**config.mk**
```make
export PLATFORM = sky130hd
export DESIGN_NAME = mips_ctrl_fsm
export DESIGN_NICKNAME = d
export VERILOG_FILES = /design/src/rtl/mips_ctrl_fsm.sv
export SDC_FILE = /design/constraint.sdc
export NUM_CORES = 1
export LEC_CHECK = 0
export BUFFER_PORTS_ARGS = -buffer_cell sky130_fd_sc_hd__buf_2
export CORE_UTILIZATION = 40
export CTS_CLUSTER_SIZE = 10
export DETAILED_ROUTE_END_ITERATION = 8
export GPL_TIMING_DRIVEN = 0
export PLACE_DENSITY = 0.89
export SETUP_SLACK_MARGIN = 0.02
export SKIP_CTS_REPAIR_TIMING = 1
export SLEW_MARGIN = 20
export SYNTH_ARGS = -nofsm -noshare
export SYNTH_HDL_FRONTEND = slang
export SYNTH_SLANG_ARGS = --single-unit
export TNS_END_PERCENT = 20
```
**constraint.sdc**
```tcl
create_clock -name clk -period 1.5 [get_ports clk]
set_clock_uncertainty 0.05 [all_clocks]
set_input_delay 0.3 -clock clk [delete_from_list [all_inputs] [get_ports clk]]
set_output_delay 0.3 -clock clk [all_outputs]
set_load 0.01 [all_outputs]
```
**src/rtl/mips_ctrl_fsm.sv**
```systemverilog
// mips_ctrl_fsm: multi-cycle control sequencer for the MIPS datapath with a data-memory handshake.
// Define MIPS_CTRL_PERF_EN to build the cycle/instret performance counters; otherwise both read 0.
`ifndef OP_RTYPE
`define OP_RTYPE 6'b000000
`endif
`ifndef OP_J
`define OP_J     6'b000010
`endif
`ifndef OP_BEQ
`define OP_BEQ   6'b000100
`endif
`ifndef OP_ADDI
`define OP_ADDI  6'b001000
`endif
`ifndef OP_LUI
`define OP_LUI   6'b001111
`endif
`ifndef OP_LW
`define OP_LW    6'b100011
`endif
`ifndef OP_SW
`define OP_SW    6'b101011
`endif

module mips_ctrl_fsm (
    input  logic        clk,
    input  logic        rst,
    input  logic        run,
    input  logic [5:0]  opcode,
    input  logic        alu_zero,
    input  logic        mem_ready,
    output logic        ir_write,
    output logic        pc_write,
    output logic [1:0]  pc_src,
    output logic        alu_src_imm,
    output logic        reg_dst_rd,
    output logic        reg_write_enable,
    output logic        mem_to_reg,
    output logic        dmem_req,
    output logic        dmem_write,
    output logic        halted,
    output logic [2:0]  state,
    output logic [31:0] cycle_count,
    output logic [31:0] instret_count
);

    typedef enum logic [2:0] {
        S_IDLE      = 3'd0,
        S_FETCH     = 3'd1,
        S_DECODE    = 3'd2,
        S_EXECUTE   = 3'd3,
        S_MEM       = 3'd4,
        S_WRITEBACK = 3'd5,
        S_HALT      = 3'd7
    } state_t;

    state_t     state_q, state_d;
    logic [5:0] op_q, op_d;
    logic       retire;

    always_ff @(posedge clk or posedge rst) begin
        if (rst) begin
            state_q <= S_IDLE;
            op_q    <= '0;
        end else begin
            state_q <= state_d;
            op_q    <= op_d;
        end
    end

    always_comb begin
        state_d = state_q;
        op_d    = op_q;
        retire  = 1'b0;
        case (state_q)
            S_IDLE:  if (run) state_d = S_FETCH;
            S_FETCH: state_d = S_DECODE;
            S_DECODE: begin
                op_d = opcode;
                case (opcode)
                    `OP_J: retire = 1'b1;
                    `OP_RTYPE, `OP_ADDI, `OP_LUI, `OP_LW, `OP_SW, `OP_BEQ: state_d = S_EXECUTE;
                    default: state_d = S_HALT;
                endcase
            end
            S_EXECUTE: begin
                case (op_q)
                    `OP_BEQ:       retire  = 1'b1;
                    `OP_LW, `OP_SW: state_d = S_MEM;
                    default:       state_d = S_WRITEBACK;
                endcase
            end
            S_MEM: begin
                if (mem_ready) begin
                    if (op_q == `OP_SW) retire = 1'b1;
                    else                state_d = S_WRITEBACK;
                end
            end
            S_WRITEBACK: retire = 1'b1;
            S_HALT:      state_d = S_HALT;
            default:     state_d = S_IDLE;
        endcase
        // run is sampled only at the retire boundary, overriding the per-state next state.
        if (retire) state_d = run ? S_FETCH : S_IDLE;
    end

    always_comb begin
        ir_write         = 1'b0;
        pc_write         = 1'b0;
        pc_src           = 2'd0;
        alu_src_imm      = 1'b0;
        reg_dst_rd       = 1'b0;
        reg_write_enable = 1'b0;
        mem_to_reg       = 1'b0;
        dmem_req         = 1'b0;
        dmem_write       = 1'b0;
        halted           = 1'b0;
        case (state_q)
            S_FETCH: begin
                ir_write = 1'b1;
                pc_write = 1'b1;
            end
            // op_q is not yet valid in DECODE, so the jump decode reads the IR opcode directly.
            S_DECODE: begin
                if (opcode == `OP_J) begin
                    pc_write = 1'b1;
                    pc_src   = 2'd2;
                end
            end
            S_EXECUTE: begin
                alu_src_imm = (op_q == `OP_ADDI) || (op_q == `OP_LUI) ||
                              (op_q == `OP_LW)   || (op_q == `OP_SW);
                if (op_q == `OP_BEQ) begin
                    pc_src   = 2'd1;
                    pc_write = alu_zero;
                end
            end
            S_MEM: begin
                dmem_req   = 1'b1;
                dmem_write = (op_q == `OP_SW);
            end
            S_WRITEBACK: begin
                reg_write_enable = 1'b1;
                reg_dst_rd       = (op_q == `OP_RTYPE);
                mem_to_reg       = (op_q == `OP_LW);
            end
            S_HALT:  halted = 1'b1;
            default: ;
        endcase
    end

    assign state = state_q;

`ifdef MIPS_CTRL_PERF_EN
    logic [31:0] cycle_count_q, cycle_count_d;
    logic [31:0] instret_count_q, instret_count_d;

    always_comb begin
        cycle_count_d   = cycle_count_q;
        instret_count_d = instret_count_q;
        if (state_q != S_IDLE && state_q != S_HALT) cycle_count_d = cycle_count_q + 32'd1;
        if (retire) instret_count_d = instret_count_q + 32'd1;
    end

    always_ff @(posedge clk or posedge rst) begin
        if (rst) begin
            cycle_count_q   <= '0;
            instret_count_q <= '0;
        end else begin
            cycle_count_q   <= cycle_count_d;
            instret_count_q <= instret_count_d;
        end
    end

    assign cycle_count   = cycle_count_q;
    assign instret_count = instret_count_q;
`else
    assign cycle_count   = '0;
    assign instret_count = '0;
`endif

endmodule
```
==> results of run 1 <==
==> per-stage QoR <==
stage | setup slack, ns | instance area, µm² | hold WS, ns | util, %
global route | -0.466 | 1720 | 0.277 | 66.2
floorplan | -0.0931 | 1430 | 0.0779 | -
detailed placement | -0.190 | 1590 | 0.227 | 61.3
CTS | -0.487 | 1610 | -0.0634 | 62.3
finish | -0.360 | 1720 | 0.279 | 66.2
global placement | -0.167 | 1590 | 0.224 | 61.3
==> layer usage <==
metal / wire, µm / global-route usage [%] / up-vias / share of wire (%)
met1: 892 / 15.8 / 434 / 40
met3: 190 / 4.45 / 0 / 8.4
met5: 0 / 0 / - / 0
li1: - / - / 534 / -
met2: 1170 / 23.9 / 50 / 52
met4: 0 / 2.14 / 0 / 0
==> cells in the mapped netlist (2+ instances only) <==
cell type,n
nand4b_1,2
inv_1,2
o21ai_0,2
mux2_2,6
dfrtp_1,9
and3_1,3
nor3_1,6
o31ai_1,2
nor2_2,2
nor2b_1,2
nand3_1,3
nor2_1,4
or3_1,2
nand4_1,2
nand2_1,5
buf_4,66
a21oi_1,5
nand2b_1,2
==> state kept, by name, summed over array words and instances, names as in the netlist <==
name   count
state      3
op_q       6
==> worst min-delay path, stage by stage <==
cell and delay (ns):
buf_2 0.08, o21ai_0 0.08, o31ai_1 0.08
==> cell usage in the layout (no fill, tap or decap), types with 4 or more instances in the layout <==
master,instances
a21oi_1,5
nor3_2,4
conb_1,64
buf_6,4
buf_2,23
mux2_2,6
buf_4,67
dfrtp_1,6
==> power by group <==
part | leakage (nW) | switching [mW] | total [mW] | internal (mW)
clock network | 0.0177 | 0.0855 | 0.184 | 0.0982
registers | 0.103 | 0.148 | 0.529 | 0.381
logic | 0.883 | 0.708 | 1.38 | 0.674
==> path summary, 6_finish.rpt <==
kind	cells past startpoint	endpoint	slack [ns]
min in group asynchronous	3	op_q[0]	0.48
setup reg to reg	5	state[0]	0.06
hold reg to reg	1	op_q[3]	0.53
setup / recovery	4	alu_src_imm	-0.36
max in group asynchronous	3	op_q[4]	0.65
hold / removal	3	state[0]	0.28
==> kinds of logic (layout without fill, tap and decap cells) <==
logic type	Yosys count	after routing	synth area share (%)
buffers and inverters	70	102	45.0
AND/OR/NAND/NOR	38	38	19.4
AO/OA/AOI/OAI	16	16	9.57
flip-flops	9	9	19.8
multiplexers	6	6	5.94
other	1	64	0.330
==> final cells by class <==
| type | count | share of cell area, % |
|---|---|---|
| multi-input cells | 124 | 43.0 |
| plain buffers | 67 | 30.0 |
| flip-flops and latches | 9 | 13.3 |
| repair buffers | 28 | 9.26 |
| well taps | 30 | 2.19 |
| clock buffers | 3 | 1.31 |
| inverters | 3 | 0.656 |
| clock inverters | 1 | 0.292 |
==> metrics.yaml, run 1 <==
fin_ws_ns: -0.360
antenna_left: 0
r2r_start: "op_q[2]"
path_max_fanout: 4
ys_ff_latch: 9
rsz0062_at_grt: "true"
violations: "setup timing"
die_h_um: 55.3
io_pins: 89
min_period_ns: 1.86
drive_above_1_share_pct: 54.0
hold_class: "in -> reg"
crit_slowest_cell: "dfrtp_2"
clock_path_buffers: 2
routed_wl_um: 2250
p_total_mw: 2.09
synth.top_cell.area_share_pct: 43.6
worstPathArrival_ns: 1.51
post-route-period-util_pct: 124
seqCellArea_um2: 229
dp_hpwl_um: 1900
hold_viol_final: 0
clock_sinks: 9
synth_top_area_cell: "buf_4"
syn_to_final_growth_pct: 50.8
critPathLaunchType: "flop"
vias: 1018
grt_pass1_vias: 768
synthTopCellsByArea: "buf_4 (44%), dfrtp_1 (20%), mux2_2 (5.9%), nor3_1 (2.6%), a21oi_1 (2.2%)"
htreeDepth: 1
rows: 18
required_ns: 1.15
path_buf_inv: 2
yosysWarnings: 0
synth_cells: 140
power.density_mw_per_mm2: 1220
power_leakage_nw: 1.00
min_from: "run"
synthFlopType: "dfrtp_1"
async_flop_share_pct: 100
post_synth_num_cell_types: 33
crit_type: "reg -> out"
grt_pass1_wl_um: 3340
multi_input_area_um2: 737
nets: 247
fmax_mhz: 538
wl_per_cell_um: 8.49
grt_antenna_before_repair: 0
dp.cells: 257
dr.pass1.iters: 6
drtIter0Drc: 17
drv_cap: 0
die-area_mm2: 0.00306
clk_latency_ns: 0.27
drc: 0
cts_tree: "built"
track_usage_pct: 13.4
die_w_um: 55.3
initial_utilization_pct: 43.9
cp_top_family: "flip-flops"
post_drt_via_cell_ratio: 3.84
syn_area_mm2: 0.00114
synth.yosys.seq_area_share_pct: 19.8
fp.coreArea_mm2: 0.00259
grt_max_degree: 11
fin_cells: 265
synth_edf_count: 0
clkTransAtPathRegs_ns: 0.07
drv_slew: 0
cts-root-buf: "clkbuf_4"
insertedDiodeCount: 0
critPathLaunch: "op_q[2]"
fill_cells: 250
slowest_delay_ns: 0.42
cts_buffers: 3
gp_congestion: 0.780
grt.overflow.total: 0
ir_worst_vdd_mv: 1.26
fin_tns_setup_ns: -2.04
crit_chain: "nand4b_1 -> buf_4 -> a2111oi_2 -> buf_2"
end_kind: "output pin"
port_buffers: 24
finalSetupViolCount: 11
postSynthAreaPerCell_um2: 8.12
status: "complete, but fails checks"
Note: power is estimated with default switching activity, not from simulation.
==> run 2, diff against run 1 <==
--- a/config.mk
+++ b/config.mk
@@ -6,11 +6,12 @@
 export NUM_CORES = 1
 export LEC_CHECK = 0
 export BUFFER_PORTS_ARGS = -buffer_cell sky130_fd_sc_hd__buf_2
-export CORE_UTILIZATION = 40
+export CORE_ASPECT_RATIO = 0.8
+export CORE_UTILIZATION = 36
 export CTS_CLUSTER_SIZE = 10
 export DETAILED_ROUTE_END_ITERATION = 8
 export GPL_TIMING_DRIVEN = 0
-export PLACE_DENSITY = 0.89
+export PLACE_DENSITY = 0.85
 export SETUP_SLACK_MARGIN = 0.02
 export SKIP_CTS_REPAIR_TIMING = 1
 export SLEW_MARGIN = 20
==> constraint.sdc (replaced) <==
create_clock -name clk -period 1.6 [get_ports clk]
set_clock_uncertainty 0.05 [all_clocks]
set_input_delay 0.32 -clock clk [delete_from_list [all_inputs] [get_ports clk]]
set_output_delay 0.32 -clock clk [all_outputs]
set_load 0.01 [all_outputs]
==> metrics.yaml, run 2 (synthesis gave the netlist of run 1 again) <==
hold_class: "in -> async"
path_buf_inv: 2
crit_type: "reg -> out"
grt_pass1_vias: 809
grt_max_degree: 11
die-area_mm2: 0.00339
gp_congestion: 0.882
vias: 1029
post-route-period-util_pct: 118
end_kind: "output pin"
routed_wl_um: 2490
crit_slowest_cell: "dfrtp_2"
cts-root-buf: "clkbuf_8"
drive_above_1_share_pct: 53.8
die_w_um: 64.8
cts_tree: "built"
initial_utilization_pct: 39.6
cp_top_family: "flip-flops"
min_period_ns: 1.88
track_usage_pct: 14.0
port_buffers: 24
clock_sinks: 9
power.density_mw_per_mm2: 1190
insertedDiodeCount: 0
drc: 0
nets: 246
dr.pass1.iters: 4
grt_pass1_wl_um: 3590
rsz0062_at_grt: "true"
fmax_mhz: 532
p_total_mw: 2.07
grt.overflow.total: 0
post_drt_via_cell_ratio: 3.78
ir_worst_vdd_mv: 0.836
drtIter0Drc: 18
syn_to_final_growth_pct: 52.7
dp_hpwl_um: 1950
wl_per_cell_um: 9.17
hold_viol_final: 9
drv_slew: 0
power_leakage_nw: 0.995
clock_path_buffers: 2
largest_reg_flops: 6
fp.coreArea_mm2: 0.00287
clkTransAtPathRegs_ns: 0.05
grt_antenna_before_repair: 0
path_max_fanout: 5
fin_ws_ns: -0.281
violations: "hold timing, setup timing"
die_h_um: 52.3
required_ns: 1.23
rows: 17
mostFrequentLayoutCells: "buf_4 (67), conb_1 (64), buf_2 (23)"
antenna_left: 0
worstPathArrival_ns: 1.51
crit_chain: "nand4b_1 -> buf_4 -> a2111oi_4 -> buf_2"
slowest_delay_ns: 0.43
hold_slack_ns: -0.0171
cts_buffers: 3
status: "complete, but fails checks"
drv_cap: 0
final_common_cell: "buf_4"
io_pins: 89
htreeDepth: 1
critPathLaunchType: "flop"
finalSetupViolCount: 7
regMostFlops: "op_q"
clk_latency_ns: 0.24
==> run 2: cell count changes in the layout (fill, tap and decap cells not counted), sizes merged <==
cell         previous run  this run
clkbuf                  3         4
clkinv                  1         0
dlygate4sd3             1         0
==> run 2: worst register-to-register path, cell delays in order (launching register included) <==
cell and delay, ns:
dfrtp_1 0.40, buf_6 0.15, nand2b_4 0.15, nor2_2 0.25, mux2_2 0.38
==> run 2: area by class of cell <==
type,count,area [µm²]
Tap cell,38,47.5
Clock buffer,4,45.0
Inverter,3,11.3
Timing Repair Buffer,27,149
Fill cell,277,1130
Sequential cell,9,229
Multi-Input combinational cell,124,741
Buffer,67,514
==> run 2: final timing paths <==
kind	startpoint	depth (start not counted)	end	slack (ns)
min reg2reg	op_q[5]	1	op_q[5]	0.56
max reg2reg	state[2]	4	op_q[4]	0.09
min in group clk	run	3	state[0]	0.28
max in group asynchronous	rst	2	op_q[3]	1.23
max	op_q[2]	4	alu_src_imm	-0.28
min	rst	2	state[0]	-0.02
==> run 2: metrics by stage <==
step | area (µm²) | TNS (ns) | utilization, % | std cells | setup WS [ns]
floorplan | 1390 | -0.0131 | - | 203 | -0.0131
global placement | 1550 | -0.587 | 54.1 | 265 | -0.231
detailed placement | 1550 | -0.683 | 54.1 | 265 | -0.256
CTS | 1600 | -2.06 | 55.6 | 269 | -0.380
global route | 1740 | -1.68 | 60.5 | 272 | -0.318
finish | 1740 | -1.12 | 60.5 | 272 | -0.281
==> run 2: report_power, final <==
group	leakage, nW	internal (mW)	switching (mW)
clock	0.0228	0.174	0.0951
combinational	0.869	0.627	0.640
sequential	0.103	0.358	0.172
==> run 2: routing by layer <==
layer  track usage, %  vias to the layer above  share of wire, %
li1                 -                      536                 -
met1             16.8                      443                40
met2             22.4                       46                51
met3             4.78                        4               7.7
met4             6.67                        0               1.4
met5                0                        -                 0
